===== config.mk =====
export PLATFORM = sky130hd
export DESIGN_NAME = fpga_rst_ctrl
export DESIGN_NICKNAME = d
export VERILOG_FILES = /design/src/rtl/fpga_rst_ctrl.sv
export SDC_FILE = /design/constraint.sdc
export NUM_CORES = 1
export LEC_CHECK = 0
export CORE_ASPECT_RATIO = 0.7
export CORE_MARGIN = 4
export CORE_UTILIZATION = 55
export CTS_CLUSTER_DIAMETER = 150
export DETAILED_ROUTE_END_ITERATION = 10
export HOLD_SLACK_MARGIN = 0.03
export PLACE_DENSITY = 0.74
export SYNTH_ARGS = -nofsm -noshare
export SYNTH_HDL_FRONTEND = slang
export SYNTH_SLANG_ARGS = --single-unit

===== constraint.sdc =====
create_clock -name clk_i -period 3.7 [get_ports clk_i]
set_input_delay 0.555 -clock clk_i [delete_from_list [all_inputs] [get_ports clk_i]]
set_output_delay 0.555 -clock clk_i [all_outputs]
set_load 0.03 [all_outputs]

===== src/rtl/fpga_rst_ctrl.sv =====
// Board reset sequencer: holds the SoC in reset until PLL lock and button release are stable.
// Latency: SYNC_STAGES+1+HOLD_CYCLES edges from lock/release to soc_rst_n_o rising (67 by default).
// Backpressure: none; free-running control block with no handshake.
//
// Ports:
//   clk_i         clock-wizard output clock
//   rst_n_i       synchronous active-low block reset
//   pll_locked_i  clock-wizard lock (asynchronous)
//   btn_n_i       raw active-low reset button (asynchronous, bouncy)
//   sw_rst_req_i  single-cycle synchronous software reset request
//   soc_rst_n_o   registered active-low reset to the SoC
//   rst_busy_o    high while the sequencer is not in RUN
//   rst_cause_o   last reset cause: 00 power-on, 01 lock loss, 10 button, 11 software
//
// Build option: define RST_CTRL_CAUSE_EN to keep a reset-cause register;
// without it rst_cause_o is tied to 2'b00.

module fpga_rst_ctrl #(
  parameter int SYNC_STAGES = 2,
  parameter int DEB_CYCLES  = 16,
  parameter int HOLD_CYCLES = 64,
  parameter int CNT_W       = 16
) (
  input  logic       clk_i,
  input  logic       rst_n_i,
  input  logic       pll_locked_i,
  input  logic       btn_n_i,
  input  logic       sw_rst_req_i,
  output logic       soc_rst_n_o,
  output logic       rst_busy_o,
  output logic [1:0] rst_cause_o
);

  // --------------------------------------------------------------------------
  // Elaboration-time parameter sanity
  // --------------------------------------------------------------------------
  generate
    if (SYNC_STAGES < 2) begin : g_bad_sync
      $error("fpga_rst_ctrl: SYNC_STAGES must be >= 2");
    end
    if (DEB_CYCLES < 2) begin : g_bad_deb
      $error("fpga_rst_ctrl: DEB_CYCLES must be >= 2");
    end
    if (HOLD_CYCLES < 1) begin : g_bad_hold
      $error("fpga_rst_ctrl: HOLD_CYCLES must be >= 1");
    end
    if ((64'(DEB_CYCLES) > (64'd1 << CNT_W)) || (64'(HOLD_CYCLES) > (64'd1 << CNT_W))) begin : g_bad_cnt
      $error("fpga_rst_ctrl: CNT_W too narrow for DEB_CYCLES/HOLD_CYCLES");
    end
  endgenerate

  localparam logic [CNT_W-1:0] DEB_LAST  = CNT_W'(DEB_CYCLES - 1);
  localparam logic [CNT_W-1:0] HOLD_LAST = CNT_W'(HOLD_CYCLES - 1);

  typedef enum logic [1:0] {
    WAIT_LOCK = 2'd0,
    HOLD      = 2'd1,
    RUN       = 2'd2
  } state_t;

  // --------------------------------------------------------------------------
  // Synchronisers
  // --------------------------------------------------------------------------
  // Plain flop chains: nothing combinational in front of the last stage, so
  // metastability only has to resolve through flops. The button chain resets
  // to 1 (released) so a reset does not look like a press.
  logic [SYNC_STAGES-1:0] lock_sync;
  logic [SYNC_STAGES-1:0] btn_sync;
  logic                   locked_s;
  logic                   btn_s;

  always_ff @(posedge clk_i) begin
    if (!rst_n_i) begin
      lock_sync <= '0;
      btn_sync  <= '1;
    end else begin
      lock_sync <= {lock_sync[SYNC_STAGES-2:0], pll_locked_i};
      btn_sync  <= {btn_sync[SYNC_STAGES-2:0], btn_n_i};
    end
  end

  assign locked_s = lock_sync[SYNC_STAGES-1];
  assign btn_s    = btn_sync[SYNC_STAGES-1];

  // --------------------------------------------------------------------------
  // Button debounce
  // --------------------------------------------------------------------------
  // The debounced level only flips after DEB_CYCLES consecutive cycles of
  // disagreement; any cycle of agreement restarts the count, so bounces
  // shorter than that never reach the state machine.
  logic             btn_deb_q;
  logic [CNT_W-1:0] deb_cnt_q;

  always_ff @(posedge clk_i) begin
    if (!rst_n_i) begin
      btn_deb_q <= 1'b1;
      deb_cnt_q <= '0;
    end else if (btn_s == btn_deb_q) begin
      deb_cnt_q <= '0;
    end else if (deb_cnt_q == DEB_LAST) begin
      btn_deb_q <= btn_s;
      deb_cnt_q <= '0;
    end else begin
      deb_cnt_q <= deb_cnt_q + CNT_W'(1);
    end
  end

  // --------------------------------------------------------------------------
  // Sequencer state machine
  // --------------------------------------------------------------------------
  state_t           state_q;
  state_t           state_d;
  logic [CNT_W-1:0] hold_cnt_q;
  logic [CNT_W-1:0] hold_cnt_d;
  logic             soc_rst_n_q;
  logic             soc_rst_n_d;

  always_ff @(posedge clk_i) begin
    if (!rst_n_i) begin
      state_q     <= WAIT_LOCK;
      hold_cnt_q  <= '0;
      soc_rst_n_q <= 1'b0;
    end else begin
      state_q     <= state_d;
      hold_cnt_q  <= hold_cnt_d;
      soc_rst_n_q <= soc_rst_n_d;
    end
  end

  // soc_rst_n_d is decided together with the state so the output flop changes
  // on exactly the same edge as the state register.
  always_comb begin
    state_d     = state_q;
    hold_cnt_d  = hold_cnt_q;
    soc_rst_n_d = soc_rst_n_q;
    case (state_q)
      WAIT_LOCK: begin
        if (locked_s && btn_deb_q) begin
          state_d    = HOLD;
          hold_cnt_d = '0;
        end
      end
      HOLD: begin
        if (!locked_s || !btn_deb_q) begin
          state_d    = WAIT_LOCK;
          hold_cnt_d = '0;
        end else if (hold_cnt_q == HOLD_LAST) begin
          state_d     = RUN;
          soc_rst_n_d = 1'b1;
        end else begin
          hold_cnt_d = hold_cnt_q + CNT_W'(1);
        end
      end
      RUN: begin
        // Software requests only matter here; in the other states the SoC
        // is already held in reset.
        if (!locked_s || !btn_deb_q || sw_rst_req_i) begin
          state_d     = WAIT_LOCK;
          soc_rst_n_d = 1'b0;
        end
      end
      default: begin
        state_d     = WAIT_LOCK;
        hold_cnt_d  = '0;
        soc_rst_n_d = 1'b0;
      end
    endcase
  end

  assign soc_rst_n_o = soc_rst_n_q;
  assign rst_busy_o  = (state_q != RUN);

  // --------------------------------------------------------------------------
  // Reset cause
  // --------------------------------------------------------------------------
`ifdef RST_CTRL_CAUSE_EN
  logic [1:0] cause_q;
  logic [1:0] cause_d;

  // Captured only when RUN is left; aborting HOLD back to WAIT_LOCK keeps the
  // cause of the RUN exit that started the sequence. Priority mirrors the
  // severity of the event: lock loss, then button, then software.
  always_comb begin
    cause_d = cause_q;
    if (state_q == RUN && state_d == WAIT_LOCK) begin
      if (!locked_s) begin
        cause_d = 2'b01;
      end else if (!btn_deb_q) begin
        cause_d = 2'b10;
      end else begin
        cause_d = 2'b11;
      end
    end
  end

  always_ff @(posedge clk_i) begin
    if (!rst_n_i) begin
      cause_q <= 2'b00;
    end else begin
      cause_q <= cause_d;
    end
  end

  assign rst_cause_o = cause_q;
`else
  assign rst_cause_o = 2'b00;
`endif

endmodule


==> out/summary.md, run 1 <==
• 0.434 — proportion of synthesized chip area in sequential cells
• 3890 microns — total wire length after detailed routing
• done — clock tree from TritonCTS
• completed — outcome
• 4 — iteration count of the initial detailed-routing pass
• 6940 microns — global-route wire length before repair
• 1.55 ns — flop2flop setup slack
• 14.7 microns — post-detailed-route wirelength per cell
• buffers and inverters — kind of cell adding the most delay to the critical path
• 0 — count of instances resized after the clock tree is built
• 0.630 — Period Utilization, post-route
• 0 — diode insertion count for antenna repair
• hold_cnt_q[1] — r2r endpoint
• 17 — pin count of the biggest net entering global routing
• 429 MHz — highest attainable clock frequency
• clkdlybuf4s50_1 -> clkinv_1 -> nor2_1 -> o21ai_0 -> o21bai_1 — critical path cell sequence
• rst_n_i — launch point of the critical path
• 0.00436 sq mm — DIE AREA
• 0.00475 ns — Fin Clk Skew
• 0 — post-synthesis async set-or-reset flop share
• 132 — starting DRC count in detailed routing
• 0.80 ns — biggest cell delay along the critical path
• 2 — maximum buffer depth of the clock tree
• 0 — Synth Warn #
• 0 — Max Cap Viol
• input pin — critical path launch point type
• 0.434 — fraction of post-synthesis cell area in the top cell type by area
• sky130_fd_sc_hd__dfxtp_1 — most common cell after layout, fill and taps aside
• reg -> reg — Hold Crit Class
• 0.198 — global routing usage summed across all routing layers
• 6 — Port Buf Inserts
• 0 — count of nets left with antenna violations after detail routing
• 0 — setup fix buffers added after clock tree synthesis
• 0.00319 sq mm — core region area
• 0.716 ns — pin slew with the least headroom to its limit
• 3.92 ns — required time worst endpoint
• 0.671 nW — Static Leak
• 2.55 ns — crit path DAT
• 0 — Final setup violation count
• 16 — highest fanout seen on the critical path
• sky130_fd_sc_hd__dfxtp_1, sky130_fd_sc_hd__nor2_1, sky130_fd_sc_hd__nand2_1 — most frequent cells in the layout
• 9 — count of pins on the block boundary
• 0 — Hold Fails Final Rpt
• sky130_fd_sc_hd__dfxtp_1 — cell accounting for the most synthesized area
• 0.00193 sq mm — placed cell area
• 2.33 ns — post-layout minimum cycle time
• 2 — Buf/Inv on CP
• hold_cnt_q[0] — r2r startpoint
• 264 — non-filler instance count after layout
• 77.3 microns — horizontal die dimension
• 1523 — number of global-route vias before repair
• 1622 — vias
• 40 — Clock Sinks
• register — endpoint type of the worst setup path
• 0.0487 — layout cell share with drive strength beyond 1
• 0.579 — starting density of the core
• no — unrepaired setup endpoints after global routing
• sky130_fd_sc_hd__dfxtp_1 — most common flop cell mapped by yosys
• 5 — number of buffers created by CTS
• 6 — worst-case reg-to-reg path depth
• 0 — number of slew-limit violations in the final report
• 6.14 — average vias per placed instance
• 0 — drt drc
• 0.00185 sq mm — Synth Cell Area
• 290 — count of fill cells added during filler insertion
• 0.00200 sq mm — Post-Layout Inst Area
• 0 — number of enable-type register cells in the synthesized netlist
• sky130_fd_sc_hd__dfxtp_1, sky130_fd_sc_hd__nor2_1, sky130_fd_sc_hd__xor2_1, sky130_fd_sc_hd__nand2_1, sky130_fd_sc_hd__nand3_1 — cell types occupying the most area after synthesis
• 0 — cts hold-fix bufs
• 0 ns — setup TNS after final layout
• 0.846 — last weighted congestion value of the routability-driven placer
• sky130_fd_sc_hd__clkdlybuf4s50_1 — Worst path slowest cell
• 56.5 microns — Vert. Die Dim
• 218 — number of instances in the synthesized netlist
• 8.47 sq um — mean cell area of the mapped netlist
• 0.258 mV — worst voltage drop across the vdd grid
• 8.47% — growth of design area from synthesis to finish
• btn_sync[0] — critical hold path startpoint
• btn_sync[1] — endpoint with the worst hold slack
• 46 — number of distinct standard cells referenced by the synthesized netlist
• 0 — residual overflow from global routing
• 0.07 ns — CTS clk-pin slew, worst paths
• 2 — H-tree depth
• 0.628 — post-route core utilization
• 361 mW/mm^2 — power density cells
• sky130_fd_sc_hd__clkbuf_8 — CTS root buffer
• 0 — initial antenna violation count
• 233 — Post-layout nets
• 1 — cell count of the worst hold path
• 257 — Post-Place Cells
• 723 uW — Power, Total
• 40 — count of state elements after synthesis
• 17 — number of rows in the core area
• 0.29 ns — Skew-Pair Late Insertion Delay
• 0.520 — remaining max-slew budget at the tightest pin
• 2810 microns — DP Wirelength
• in -> reg — Worst Setup Path Type
==> per-stage QoR <==
| step | worst slack [ns] | hold slack [ns] |
|---|---|---|
| 3_3_place_gp | 1.30 | 0.393 |
| 3_5_place_dp | 1.11 | 0.395 |
| 6_report | 1.37 | 0.414 |
| 4_1_cts | 1.39 | 0.416 |
| 2_1_floorplan | 2.05 | 0.386 |
| 5_1_grt | 1.19 | 0.466 |
==> sequential cells by signal, summed over array words and instances (netlist names) <==
register	count
deb_cnt_q	16
hold_cnt_q	16
btn_sync	2
lock_sync	2
state_q	2
btn_deb_q	1
soc_rst_n_o	1
==> Yosys cell counts (3+ instances only) <==
cell	count
sky130_fd_sc_hd__nand2b_1	5
sky130_fd_sc_hd__xor2_1	11
sky130_fd_sc_hd__a21oi_1	4
sky130_fd_sc_hd__and2_1	3
sky130_fd_sc_hd__a31oi_1	7
sky130_fd_sc_hd__o211ai_1	3
sky130_fd_sc_hd__nor3_1	6
sky130_fd_sc_hd__dfxtp_1	40
sky130_fd_sc_hd__or3_1	3
sky130_fd_sc_hd__nor4_1	6
sky130_fd_sc_hd__nor2_1	29
sky130_fd_sc_hd__inv_1	5
sky130_fd_sc_hd__nand3_1	12
sky130_fd_sc_hd__o22ai_1	3
sky130_fd_sc_hd__xnor2_1	4
sky130_fd_sc_hd__o21ai_0	12
sky130_fd_sc_hd__nand4_1	7
sky130_fd_sc_hd__nand2_1	20
==> where the power goes <==
group	leakage (nW)	total, mW	internal (mW)	switching (mW)
logic	0.306	0.0237	0.00816	0.0155
clock network	0.0410	0.265	0.128	0.137
registers	0.323	0.435	0.433	0.00176
total	0.671	0.723	0.569	0.154
==> layout make-up <==
| class | instances | area (sq um) | area share |
|---|---|---|---|
| clock buffer | 6 | 72.6 | 0.0362 |
| clock inverter | 1 | 5.00 | 0.00250 |
| inverter | 6 | 22.5 | 0.0112 |
| multi-input combinational | 167 | 995 | 0.497 |
| sequential | 40 | 801 | 0.400 |
| tap | 38 | 47.5 | 0.0237 |
| timing repair buffer | 6 | 60.1 | 0.0300 |
==> cells by family after synthesis <==
kind of cell,Yosys count,synth area share
buffers and inverters,12,0.0298
muxes,1,0.00542
other,1,0.00203
AOI/OAI and AO/OA,41,0.142
xor gates and xnor gates,15,0.0711
and+or+nand+nor,106,0.303
adders and majority gates,2,0.0135
DFF,40,0.434
==> worst register-to-register path, stage by stage (launching register included) <==
cell,delay (ns)
sky130_fd_sc_hd__dfxtp_1,0.40
sky130_fd_sc_hd__ha_1,0.26
sky130_fd_sc_hd__and3_4,0.22
sky130_fd_sc_hd__nand4b_1,0.15
sky130_fd_sc_hd__nor3_2,0.63
sky130_fd_sc_hd__a21oi_1,0.21
sky130_fd_sc_hd__o22ai_1,0.21
==> per-layer routing <==
layer  vias up  track usage  wire (microns)
met5         -            0               0
met4         0       0.0964              72
met3         9       0.0577             259
met2        64        0.273            1640
met1       752        0.280            1920
li1        797            -               -
==> how the worst max path moves through the flow <==
| stage | slack, ns | depth (start not counted) | end |
|---|---|---|---|
| final | 1.37 | 5 | hold_cnt_q[4] |
| after global routing | 1.19 | 5 | hold_cnt_q[4] |
| after CTS | 1.39 | 5 | hold_cnt_q[4] |
| after detailed placement | 1.11 | 5 | hold_cnt_q[4] |
| after global placement | 1.30 | 5 | hold_cnt_q[14] |
| after floorplan | 2.05 | 6 | hold_cnt_q[12] |
Note: power is estimated with default switching activity, not from simulation.
==> inputs of run 2 (changes only) <==
--- a/config.mk
+++ b/config.mk
@@ -7,7 +7,7 @@
 export LEC_CHECK = 0
 export CORE_ASPECT_RATIO = 0.7
 export CORE_MARGIN = 4
-export CORE_UTILIZATION = 55
+export CORE_UTILIZATION = 53
 export CTS_CLUSTER_DIAMETER = 150
 export DETAILED_ROUTE_END_ITERATION = 10
 export HOLD_SLACK_MARGIN = 0.03
==> constraint.sdc (replaced) <==
create_clock -name clk_i -period 2 [get_ports clk_i]
set_input_delay 0.3 -clock clk_i [delete_from_list [all_inputs] [get_ports clk_i]]
set_output_delay 0.3 -clock clk_i [all_outputs]
set_load 0.03 [all_outputs]
==> out/summary.md, run 2 (synthesized netlist as in run 1, its figures left out) <==
• 0.00451 sq mm — DIE AREA, +3.3%
• no — unrepaired setup endpoints after global routing
• 0 — cts hold-fix bufs, unchanged
• 0.142 ns — setup slack after placement, -0.967 ns
• 0.00327 ns — Fin Clk Skew, -0.00147 ns
• 0.202 — global routing usage summed across all routing layers, +0.00324
• output port — endpoint type of the worst setup path
• 57.4 microns — Vert. Die Dim, +1.6%
• completed — outcome
• 0.419 mV — worst voltage drop across the vdd grid, +62%
• 239 — Post-layout nets, +2.6%
• 1497 — number of global-route vias before repair, -1.7%
• 0.00198 sq mm — placed cell area, +2.9%
• 0.00325 sq mm — core region area, +2.0%
• 0 ns — setup TNS after final layout, unchanged
• 0.68 ns — biggest cell delay along the critical path, -0.12 ns
• 7020 microns — global-route wire length before repair, +1.2%
• 1.89 ns — post-layout minimum cycle time
• 280 — non-filler instance count after layout, +6.1%
• nand2b_1 -> clkdlybuf4s50_1 — critical path cell sequence
• 0 — Max Cap Viol, unchanged
• 0 — initial antenna violation count, unchanged
• 0.943 — Period Utilization, post-route
• 0.705 nW — Static Leak, +5.1%
• 0.30 ns — Skew-Pair Late Insertion Delay, about the same
• 272 — Post-Place Cells, +5.8%
• 1647 — vias, +1.5%
• 14.7 microns — post-detailed-route wirelength per cell, -0.24%
• 4120 microns — total wire length after detailed routing, +5.8%
• sky130_fd_sc_hd__dfxtp_1, sky130_fd_sc_hd__nor2_1, sky130_fd_sc_hd__nand2_1 — most frequent cells in the layout
• 0.567 — starting density of the core, -0.0113
• 0.07 ns — CTS clk-pin slew, worst paths, about the same
• buffers and inverters — kind of cell adding the most delay to the critical path
• 5.88 — average vias per placed instance, -4.3%
• 143 — starting DRC count in detailed routing, +8.3%
• 0.00207 sq mm — Post-Layout Inst Area, +3.4%
• 0 — drt drc, unchanged
• 0.113 ns — post-route worst setup slack, -1.26 ns
• 1.70 ns — required time worst endpoint, -2.22 ns
• 78.6 microns — horizontal die dimension, +1.7%
• sky130_fd_sc_hd__dfxtp_1 — most common cell after layout, fill and taps aside
• sky130_fd_sc_hd__clkdlybuf4s50_1 — Worst path slowest cell
• 12.2% — growth of design area from synthesis to finish
• 0 — number of slew-limit violations in the final report, unchanged
• 0 — count of instances resized after the clock tree is built, unchanged
• 0 — Final setup violation count, unchanged
• 1 — Buf/Inv on CP, -1
• 0.637 — post-route core utilization, +0.00883
• 0 — Hold Fails Final Rpt, unchanged
• 2 — H-tree depth, unchanged
• sky130_fd_sc_hd__clkbuf_8 — CTS root buffer
• 7 — highest fanout seen on the critical path, -9
• done — clock tree from TritonCTS
• 17 — number of rows in the core area, unchanged
• deb_cnt_q: 16 flops, hold_cnt_q: 16 flops — leading registers by flop count
• 0 — setup fix buffers added after clock tree synthesis, unchanged
• 0.0730 — layout cell share with drive strength beyond 1, +0.0243
• 0 — residual overflow from global routing, unchanged
• 5 — number of buffers created by CTS, unchanged
• 681 mW/mm^2 — power density cells, +89%
• 0 — diode insertion count for antenna repair, unchanged
• 16 — pin count of the biggest net entering global routing, -1
• 4 — iteration count of the initial detailed-routing pass, unchanged
• 1.59 ns — crit path DAT, -0.96 ns
• 0.902 — last weighted congestion value of the routability-driven placer, +6.6%
• 0 — count of nets left with antenna violations after detail routing, unchanged
• reg -> reg — Hold Crit Class
• 530 MHz — highest attainable clock frequency
• 40 — Clock Sinks, unchanged
• 2 — maximum buffer depth of the clock tree, unchanged
• register — critical path launch point type
• 9 — count of pins on the block boundary, unchanged
• reg -> out — Worst Setup Path Type
• 3020 microns — DP Wirelength, +7.3%
• 6 — Port Buf Inserts, unchanged
[run 2: cell types whose count changed in the layout (fill, tap and decap cells not counted), sizes merged]
cell	previous run	this run
clkbuf	6	8
clkinv	2	1
buf	0	6
[run 2: path summary, 6_finish.rpt]
path,endpoint,depth (start not counted),from,slack (ns)
min reg2reg,btn_sync[1],1,btn_sync[0],0.43
max reg2reg,hold_cnt_q[12],6,hold_cnt_q[0],0.14
max,rst_busy_o,2,state_q[0],0.11
min,btn_sync[1],1,btn_sync[0],0.43
[run 2: routing by layer]
metal,up-vias,track usage,part of all wire
met2,64,0.274,0.42
met4,0,0.0998,0.017
met5,-,0,0
li1,809,-,-
met1,766,0.281,0.47
met3,8,0.0694,0.095
[run 2: layout make-up]
type	count	area [sq um]
inverters	6	22.5
clock buffers	8	90.1
repair buffers	12	105
well taps	47	58.8
multi-input cells	167	995
flip-flops and latches	40	801
fillers	274	1180
[run 2: stage by stage]
step	hold WS (ns)	power, mW
floorplan	0.373	0.853
global placement	0.397	0.870
detailed placement	0.406	0.872
CTS	0.428	1.42
global route	0.449	1.47
finish	0.427	1.41
[run 2: report_power, final]
part | switching (mW) | internal [mW] | total, mW
combinational | 0.0304 | 0.0197 | 0.0500
clock | 0.275 | 0.281 | 0.556
sequential | 0.00320 | 0.801 | 0.804
[run 2: worst register-to-register path, stage by stage (launching register included)]
cell and delay [ns]:
sky130_fd_sc_hd__dfxtp_1 0.39, sky130_fd_sc_hd__ha_1 0.24, sky130_fd_sc_hd__and3_4 0.22, sky130_fd_sc_hd__nand4_2 0.14, sky130_fd_sc_hd__or3_1 0.38, sky130_fd_sc_hd__or3_1 0.31, sky130_fd_sc_hd__o21ai_0 0.09
==> inputs of run 3 (changes only) <==
--- a/config.mk
+++ b/config.mk
@@ -5,13 +5,15 @@
 export SDC_FILE = /design/constraint.sdc
 export NUM_CORES = 1
 export LEC_CHECK = 0
+export CELL_PAD_IN_SITES_DETAIL_PLACEMENT = 0
+export CELL_PAD_IN_SITES_GLOBAL_PLACEMENT = 1
 export CORE_ASPECT_RATIO = 0.7
 export CORE_MARGIN = 4
-export CORE_UTILIZATION = 53
+export CORE_UTILIZATION = 40
 export CTS_CLUSTER_DIAMETER = 150
 export DETAILED_ROUTE_END_ITERATION = 10
 export HOLD_SLACK_MARGIN = 0.03
-export PLACE_DENSITY = 0.74
+export PLACE_DENSITY_LB_ADDON = 0.1
 export SYNTH_ARGS = -nofsm -noshare
 export SYNTH_HDL_FRONTEND = slang
 export SYNTH_SLANG_ARGS = --single-unit
==> out/summary.md, run 3 (synthesized netlist as in run 1, its figures left out) <==
• completed — outcome
• 2 — maximum buffer depth of the clock tree, unchanged
• sky130_fd_sc_hd__dfxtp_1, sky130_fd_sc_hd__nor2_1, sky130_fd_sc_hd__nand2_1 — most frequent cells in the layout
• 14.6% — growth of design area from synthesis to finish
• 1644 — vias, -0.18%
• 13.7 microns — post-detailed-route wirelength per cell, -7.1%
• done — clock tree from TritonCTS
• 242 — Post-layout nets, +1.3%
• sky130_fd_sc_hd__clkbuf_8 — CTS root buffer
• deb_cnt_q: 16 flops, hold_cnt_q: 16 flops — leading registers by flop count
• sky130_fd_sc_hd__dfxtp_1 — Worst path slowest cell
• no — unrepaired setup endpoints after global routing
• btn_sync[0] — critical hold path startpoint
• hold_cnt_q[12] — r2r endpoint
• 0.00440 sq mm — core region area, +35%
• 0.107 ns — setup slack after placement, -0.0351 ns
• 1492 — number of global-route vias before repair, -0.33%
• 64.9 microns — Vert. Die Dim, +13%
• 0.480 — post-route core utilization, -0.156
• register — endpoint type of the worst setup path
• 89.2 microns — horizontal die dimension, +14%
• 664 mW/mm^2 — power density cells, -2.5%
• 0.919 — Period Utilization, post-route, -0.0247
• reg -> reg — Worst Setup Path Type
• 0.16 ns — flop2flop setup slack, +0.02 ns
• 0 — initial antenna violation count, unchanged
• 0.41 ns — biggest cell delay along the critical path, -0.27 ns
• 0.00212 sq mm — Post-Layout Inst Area, +2.1%
• reg -> reg — Hold Crit Class
• sky130_fd_sc_hd__or3_1 — most prevalent standard cell on the critical path
• 2 — H-tree depth, unchanged
• 434 — count of fill cells added during filler insertion, +58%
• 0 — number of slew-limit violations in the final report, unchanged
• 40 — Clock Sinks, unchanged
• 0.325 mV — worst voltage drop across the vdd grid, -22%
• register — critical path launch point type
• 0 — Max Cap Viol, unchanged
• 5 — highest fanout seen on the critical path, -2
• 108 — starting DRC count in detailed routing, -24%
• 16 — pin count of the biggest net entering global routing, unchanged
• 0.863 — last weighted congestion value of the routability-driven placer, -4.3%
• 0.29 ns — Skew-Pair Late Insertion Delay, about the same
• 0.656 — remaining max-slew budget at the tightest pin
• ha_2 -> and3_4 -> nand4_2 -> or3_1 -> or3_1 -> o21ai_0 — critical path cell sequence
• 1.84 ns — post-layout minimum cycle time, -0.0494 ns
• 0.00201 sq mm — placed cell area, +1.6%
• sky130_fd_sc_hd__dfxtp_1 — most common cell after layout, fill and taps aside
• 0.00100 sq mm — area of the multi-input gates, +0.88%
• 3980 microns — total wire length after detailed routing, -3.4%
• 0.230 — GR Util met1, -0.0507
• 4 — iteration count of the initial detailed-routing pass, unchanged
• met1 — busiest metal layer after global routing
• 0 — Final setup violation count, unchanged
• 0.419 — starting density of the core, -0.148
• 0 — Hold Fails Final Rpt, unchanged
• 0.210 — met2 usage in global routing, -0.0640
• 6 — worst-case reg-to-reg path depth, unchanged
• 2920 microns — DP Wirelength, -3.3%
• 0.07 ns — CTS clk-pin slew, worst paths, about the same
• 6950 microns — global-route wire length before repair, -1.1%
• 0.152 — global routing usage summed across all routing layers, -0.0497
• 0.0975 — layout cell share with drive strength beyond 1, +0.0245
• btn_sync[1] — endpoint with the worst hold slack
• 801 sq um — combined flip-flop and latch cell area, unchanged
• hold_cnt_q[0] — r2r startpoint
• 0.00768 ns — Fin Clk Skew, +0.00441 ns
• 0 — count of nets left with antenna violations after detail routing, unchanged
• 0.722 nW — Static Leak, +2.5%
• 0.512 ns — pin slew with the least headroom to its limit
• 9 — count of pins on the block boundary, unchanged
• 5.65 — average vias per placed instance, -4.0%
• 0.00579 sq mm — DIE AREA, +28%
• 20 — number of rows in the core area, +3
• 0 ns — setup TNS after final layout, unchanged
• 0.0432 — met3 track demand over resource in global routing, -0.0262
• 0 — diode insertion count for antenna repair, unchanged
• 6 — Port Buf Inserts, unchanged
• 0 — setup fix buffers added after clock tree synthesis, unchanged
• 5 — number of buffers created by CTS, unchanged
• 0 — drt drc, unchanged
• 544 MHz — highest attainable clock frequency, +2.7%
• 2.22 ns — required time worst endpoint, +0.52 ns
• 0 — residual overflow from global routing, unchanged
• 1 — cell count of the worst hold path, unchanged
• 2.05 ns — crit path DAT, +0.46 ns
• 0.163 ns — post-route worst setup slack, +0.0494 ns
==> run 3: final cells by class <==
class / instances / share of cell area
clock buffer: 6 / 0.0390
clock inverter: 2 / 0.00473
tap: 55 / 0.0325
sequential: 40 / 0.378
inverter: 6 / 0.0106
timing repair buffer: 15 / 0.0603
multi-input combinational: 167 / 0.474
==> run 3: timing repair <==
item,4_1_cts,5_1_grt
endpoints found under the setup margin,0,7
hold buffers,0,0
gates resized for setup,0,2
==> run 3: worst max-delay path: cells and delay by family, from the launching register on <==
kind / cells / cell delay [ns]
compound gates: 1 / 0.07
fa+ha+maj: 1 / 0.25
flops: 1 / 0.41
simple gates: 4 / 1.03
==> run 3: through the flow <==
step,total power [mW],hold WS [ns],instances
2_1_floorplan,0.853,0.373,219
3_3_place_gp,0.875,0.390,283
3_5_place_dp,0.876,0.399,283
4_1_cts,1.42,0.418,291
5_1_grt,1.47,0.443,291
6_report,1.40,0.412,291
==> run 3: report_power, final <==
part           switching, mW  leakage, nW  total [mW]  internal [mW]
Clock                  0.271       0.0510       0.547          0.275
Sequential           0.00318        0.323       0.804          0.801
Combinational         0.0306        0.348      0.0536         0.0229
==> run 3: metal layers <==
metal,part of all wire,up-vias
met2,0.41,48
met3,0.054,9
li1,-,821
met4,0.0091,0
met1,0.53,766
met5,0,-
==> run 3: worst max-delay path by stage <==
stage | start | end | depth (start not counted)
after floorplan | hold_cnt_q[0] | hold_cnt_q[12] | 6
after global routing | hold_cnt_q[2] | hold_cnt_q[14] | 5
final | hold_cnt_q[0] | hold_cnt_q[12] | 6
after CTS | hold_cnt_q[0] | hold_cnt_q[6] | 7
after detailed placement | hold_cnt_q[0] | hold_cnt_q[6] | 7
after global placement | hold_cnt_q[0] | hold_cnt_q[6] | 7
